### config.mk
export PLATFORM = sky130hd
export DESIGN_NAME = fetch_redirect
export DESIGN_NICKNAME = d
export VERILOG_FILES = /design/src/rtl/fetch_redirect.sv
export SDC_FILE = /design/constraint.sdc
export NUM_CORES = 1
export LEC_CHECK = 0
export ABC_CLOCK_PERIOD_IN_PS = 3740
export CAP_MARGIN = 20
export CORE_MARGIN = 2
export CORE_UTILIZATION = 52
export CTS_BUF_LIST = sky130_fd_sc_hd__clkbuf_2
export DETAILED_ROUTE_END_ITERATION = 16
export PLACE_DENSITY = 0.88
export SLEW_MARGIN = 20
export SYNTH_ARGS = -nofsm -noshare
export SYNTH_HDL_FRONTEND = slang
export SYNTH_SLANG_ARGS = --single-unit
export TNS_END_PERCENT = 50
### constraint.sdc
create_clock -name clock -period 3.74 [get_ports clock]
set_clock_uncertainty 0.05 [all_clocks]
set_input_delay 0.935 -clock clock [delete_from_list [all_inputs] [get_ports clock]]
set_output_delay 0.935 -clock clock [all_outputs]
set_load 0.005 [all_outputs]
### src/rtl/fetch_redirect.sv
// rtl/fetch_redirect.sv - PC register, fetch request and branch/jump redirect with flush shadow
module fetch_redirect #(
    parameter int            n            = 32,
    parameter logic [n-1:0]  RESET_PC     = '0,
    parameter int            FLUSH_CYCLES = 2
) (
    input  logic         clock,
    input  logic         reset,
    input  logic         stall,
    input  logic         imem_ready,
    input  logic         ex_valid,
    input  logic         ex_isbr,
    input  logic         ex_jump,
    input  logic         brnch,
    input  logic [n-1:0] ex_target,
    output logic [n-1:0] pc,
    output logic         imem_req,
    output logic         flush,
    output logic         exc_misalign,
    output logic         halted
);

    typedef enum logic [1:0] {
        RUN   = 2'd0,
        FLUSH = 2'd1,
        HALT  = 2'd2
    } state_t;

    // Shadow counter is loaded with one less than the flush length so that
    // reaching zero marks the last flushed cycle.
    localparam logic [2:0] CNT_INIT = 3'(FLUSH_CYCLES - 1);

    state_t     state;
    logic [2:0] cnt;
    logic       taken;
    logic       misaligned;
    logic       advance;

    // Redirect decision and sequential-fetch advance condition.
    always_comb begin
        taken      = ex_valid & ((ex_isbr & brnch) | ex_jump);
        misaligned = |ex_target[1:0];
        advance    = ~stall & imem_ready;
    end

    // Fetch request is dropped in HALT and while reset is held.
    always_comb begin
        imem_req = ~reset & (state != HALT);
        halted   = (state == HALT);
    end

    // PC, redirect/flush sequencing and trap handling.
    always_ff @(posedge clock) begin
        if (reset) begin
            state        <= RUN;
            pc           <= RESET_PC;
            flush        <= 1'b0;
            exc_misalign <= 1'b0;
            cnt          <= 3'd0;
        end else begin
            exc_misalign <= 1'b0;
            case (state)
                RUN: begin
                    if (taken && misaligned) begin
                        // Trap: pc stays on the fetch that was in flight.
                        exc_misalign <= 1'b1;
                        flush        <= 1'b0;
                        state        <= HALT;
                    end else if (taken) begin
                        // Redirect overrides stall and an unaccepted fetch.
                        pc    <= ex_target;
                        flush <= 1'b1;
                        cnt   <= CNT_INIT;
                        state <= FLUSH;
                    end else if (advance) begin
                        pc <= pc + n'(4);
                    end
                end
                FLUSH: begin
                    // Branches seen here are wrong-path and are ignored.
                    if (advance) begin
                        pc <= pc + n'(4);
                    end
                    if (cnt == 3'd0) begin
                        flush <= 1'b0;
                        state <= RUN;
                    end else begin
                        cnt <= cnt - 3'd1;
                    end
                end
                HALT: begin
                    flush <= 1'b0;
                end
                default: begin
                    flush <= 1'b0;
                    state <= HALT;
                end
            endcase
        end
    end

endmodule

### Word level (Yosys, flattened, before mapping)

Cells that the tools add are included.

* $add $sub $neg: 2
* eq/ne operators: 8
* muxes and demuxes: 17
* bitwise gates (word level): 9
* reductions and logical operators: 10

Operator list (count)
* $mux W32: 3
* $pmux W32 S2: 1
* $add A32 B3 Y32 const B: 1
* $ne A2 B2 Y1 const B: 5
* $mux W3: 3
* $mux W2: 3
* $pmux W2 S3: 1
* $pmux W3 S2: 1
* $and A1 B1 Y1: 4
* $mux W1: 4
* $not A1 Y1: 4
* $reduce_and A2 Y1: 2
* $reduce_and A4 Y1: 1
* $reduce_or A2 Y1: 2
* $logic_not A3 Y1: 1
* $ne A3 B3 Y1 const B: 1
* $reduce_and A3 Y1: 1
* $sub A3 B1 Y3 const B: 1
* $eq A2 B1 Y1 const B: 1
* $eq A2 B2 Y1 const B: 1
* $logic_not A2 Y1: 1
* $pmux W1 S2: 1
* $reduce_bool A2 Y1: 1
* $logic_and A1 B1 Y1: 1
* $or A1 B1 Y1: 1

* register bits: 39
* bits of input ports: 40
* output and inout bits: 36
* word-level logic and storage cells: 51

### Longest topological paths before layout

* word-level depth: 6
* depth in mapped cells: 9
* mapped depth without buffers: 7

### Worst setup path before layout

No wires, ideal clock.

* path kind: input port to output port
* from: input port reset
* to: output port imem_req
* data arrival time: 1813 ps
* required time: 2755 ps
* setup slack: 942 ps
* stages: 4
* path buffers: 3
* path through: clkbuf_1 -> clkbuf_1 -> buf_1 -> nor2_1

* word-level cells in the longest chain between the ends: 2

RTL lines
* start, declared: RTL line 8 `input logic reset,`
* $not A1 Y1: RTL line 48 `imem_req = ~reset & (state != HALT);`
* $and A1 B1 Y1: RTL line 48
* end, declared: RTL line 17 `output logic imem_req,`

No other way between the ends.

### Worst setup path in the final report

* from: input port imem_ready
* to: register pc[17]

* word-level cells in the longest chain between the ends: 5

RTL lines
* start, declared: RTL line 10 `input logic imem_ready,`
* $and A1 B1 Y1 *: RTL line 43 `advance = ~stall & imem_ready;`
* $mux W32 *
* $mux W32 (2 in series)
* $pmux W32 S2 *
* end signal, assigned: RTL line 71 `pc <= ex_target;`
* end signal, assigned: RTL line 76 `pc <= pc + n'(4);`
* end signal, assigned: RTL line 82 `pc <= pc + n'(4);`
* end, declared: RTL line 16 `output logic [n-1:0] pc,`

Every way passes the cells marked *; elsewhere a longest branch is shown, timed or not. The select of a mux whose other input is x is not followed.
A chain may end at the register's enable or synchronous reset.

==> results.tsv <==
metric	value	unit
status	completed	
die_w	72.3	um
io_buffers	75	
wire_per_inst	16.3	um
layout.nets	432	
p_per_area	284	mW/mm^2
htreeDepth	2	
final_hold_viol_count	0	
slew_headroom	0.446	
vias	2795	
drt-total-wl	7180	um
synth_edf_count	0	
cp_num_buf_inv	1	
first_iter_violations	251	
diodes	0	
grtUsageTotal	0.281	
setup-tns-final	0	ns
final_max_slew_viol_count	0	
cp_top_family	simple AND/OR/NAND/NOR gates	
drive_above_1_share	0.0643	
antenna_found_initial	0	
grt_pass1_wl	11800	um
p_leak	1.12	nW
maxCapViolCount	0	
cpMostUsedCell	or4_1	
numCtsBuffers	5	
cts_resized	0	
postRouteAntennaNets	0	
grt_pass1_vias	2534	
synth_flop_cell	dfxtp_1	
nFillCells	354	
cts_root_buffer	clkbuf_2	
detailedPlacementHpwl	5090	um
coreArea	0.00441	sq mm
yosys_warnings	0	
die_y	72.3	um
cpMaxStageDelayCell	or4_1	
async_flop_share	0	
cts_sinks	39	
period_share	0.793	
dp.cells	434	
path_cells	clkdlybuf4s50_1, nand4b_1, or4_1, or4_1, o21ai_0, a211oi_1	
clk_pin_slew_worst_paths	0.21	ns
cts.hold.buffers_added	0	
rows	24	
worst_slew_pin_slew	0.831	ns
min_path_type	reg -> reg	
synth_area	0.00243	sq mm
ys_seq_elements	39	
ys_types	53	
cp_data_arrival_time	3.23	ns
routabilityCongestion	0.847	
syn_to_final_growth	34.2	%
synth_nets	365	
cts_tree	done	
drc_errors	0	
num_io_pins	76	
crit_path_max_fanout	9	
timing.final.setup_violations	0	
ir_worst_vdd	0.166	mV
yosysSeqAreaShare	0.321	
layout.cells.non_filler	441	
worstPathRequired	4.00	ns
firstDrtPassIters	4	
fmaxAchievable	337	MHz
critPathMaxStageDelay	0.76	ns
cp-start-kind	input port	
overflow	0	
clk_path_buf_depth	2	
final_common_cell	clkdlybuf4s50_1	
worstSetupPathType	in -> reg	
routed_via_density	6.34	
finalCriticalPeriod	2.97	ns
final_util	0.738	
clock_latency	0.41	ns
die_area	0.00523	sq mm
worst_setup_path_end_kind	flip-flop	
postSynthCellCount	322	
cts_setup_buffers	0	
grt_max_degree	44	
final_cell_mix	75 x clkdlybuf4s50_1, 39 x dfxtp_1, 30 x a21oi_1	
syn_avg_cell_area	7.54	sq um
hold-worst-slack	0.429	ns
rsz0062_at_grt	no	
initial_core_util	0.550	
==> tightest hold or removal path, delay by kind of cell (launching register included) <==
family,cells,cell delay (ns)
DFF,1,0.36
AOI/OAI and AO/OA,1,0.05
and+or+nand+nor,1,0.05
==> cell usage after synthesis, types with 6 or more instances <==
library cell  number  area (sq um)
nand4_1            6          37.5
and3_1             7          43.8
dfxtp_1           39           781
a21o_1             7          52.6
nor2_1            17          63.8
nor3_1            14          70.1
a211oi_1          10          75.1
o21ai_0           23           115
nor4_1             8          50.1
nand3_1           15          75.1
or3_1              9          56.3
a31oi_1            9          56.3
a21oi_1           30           150
nand2_1           22          82.6
inv_1             15          56.3
clkbuf_1          19          71.3
==> final cells by class <==
class                      count  area, sq um  share of cell area
sequential                    39          781               0.240
multi-input combinational    244         1510               0.462
clock inverter                 2         8.76             0.00269
inverter                      15         56.3              0.0173
clock buffer                   5         25.0             0.00768
timing repair buffer          84          818               0.251
tap                           52         65.1              0.0200
==> worst paths after layout <==
| check | slack, ns | cells past startpoint | end | start |
|---|---|---|---|---|
| setup reg to reg | 1.28 | 5 | pc[28] | pc[6] |
| hold reg to reg | 0.43 | 2 | cnt[1] | cnt[1] |
| hold / removal | 0.43 | 2 | cnt[1] | cnt[1] |
| setup / recovery | 0.77 | 6 | pc[17] | imem_ready |
==> flip-flops by register name (all words and copies together), names as in the netlist <==
register	flops
pc	32
cnt	3
state	2
exc_misalign	1
flush	1
==> cell families (layout without fill, tap and decap cells) <==
group | count (synthesis) | after routing | share of synthesized area
and+or+nand+nor | 134 | 134 | 0.325
buffers and inverters | 39 | 106 | 0.0608
adders and majority gates | 3 | 3 | 0.0155
AOI/OAI and AO/OA | 106 | 106 | 0.274
DFF | 39 | 39 | 0.321
xor gates and xnor gates | 1 | 1 | 0.00361
==> per-layer routing <==
layer | vias to the layer above | GRT usage | share of wire
met5 | - | 0 | 0
met4 | 0 | 0.0943 | 0.012
met3 | 9 | 0.0611 | 0.082
met2 | 128 | 0.466 | 0.48
met1 | 1306 | 0.362 | 0.42
li1 | 1352 | - | -
==> where the power goes <==
group	switching, W	internal, W	leakage, nW
Clock	0.000143	0.0000395	0.0262
Combinational	0.000119	0.000140	0.774
Sequential	0.0000397	0.000445	0.319
Total	0.000302	0.000625	1.12
==> stage by stage <==
stage | area [sq um] | total power [W] | worst slack [ns]
6_report | 3260 | 0.000926 | 0.775
3_3_place_gp | 3230 | 0.000742 | 0.426
2_1_floorplan | 2430 | 0.000610 | 0.942
4_1_cts | 3260 | 0.000925 | 0.800
3_5_place_dp | 3230 | 0.000749 | 0.342
5_1_grt | 3260 | 0.000972 | 0.686
No activity file was read; power rests on OpenSTA's default activity.
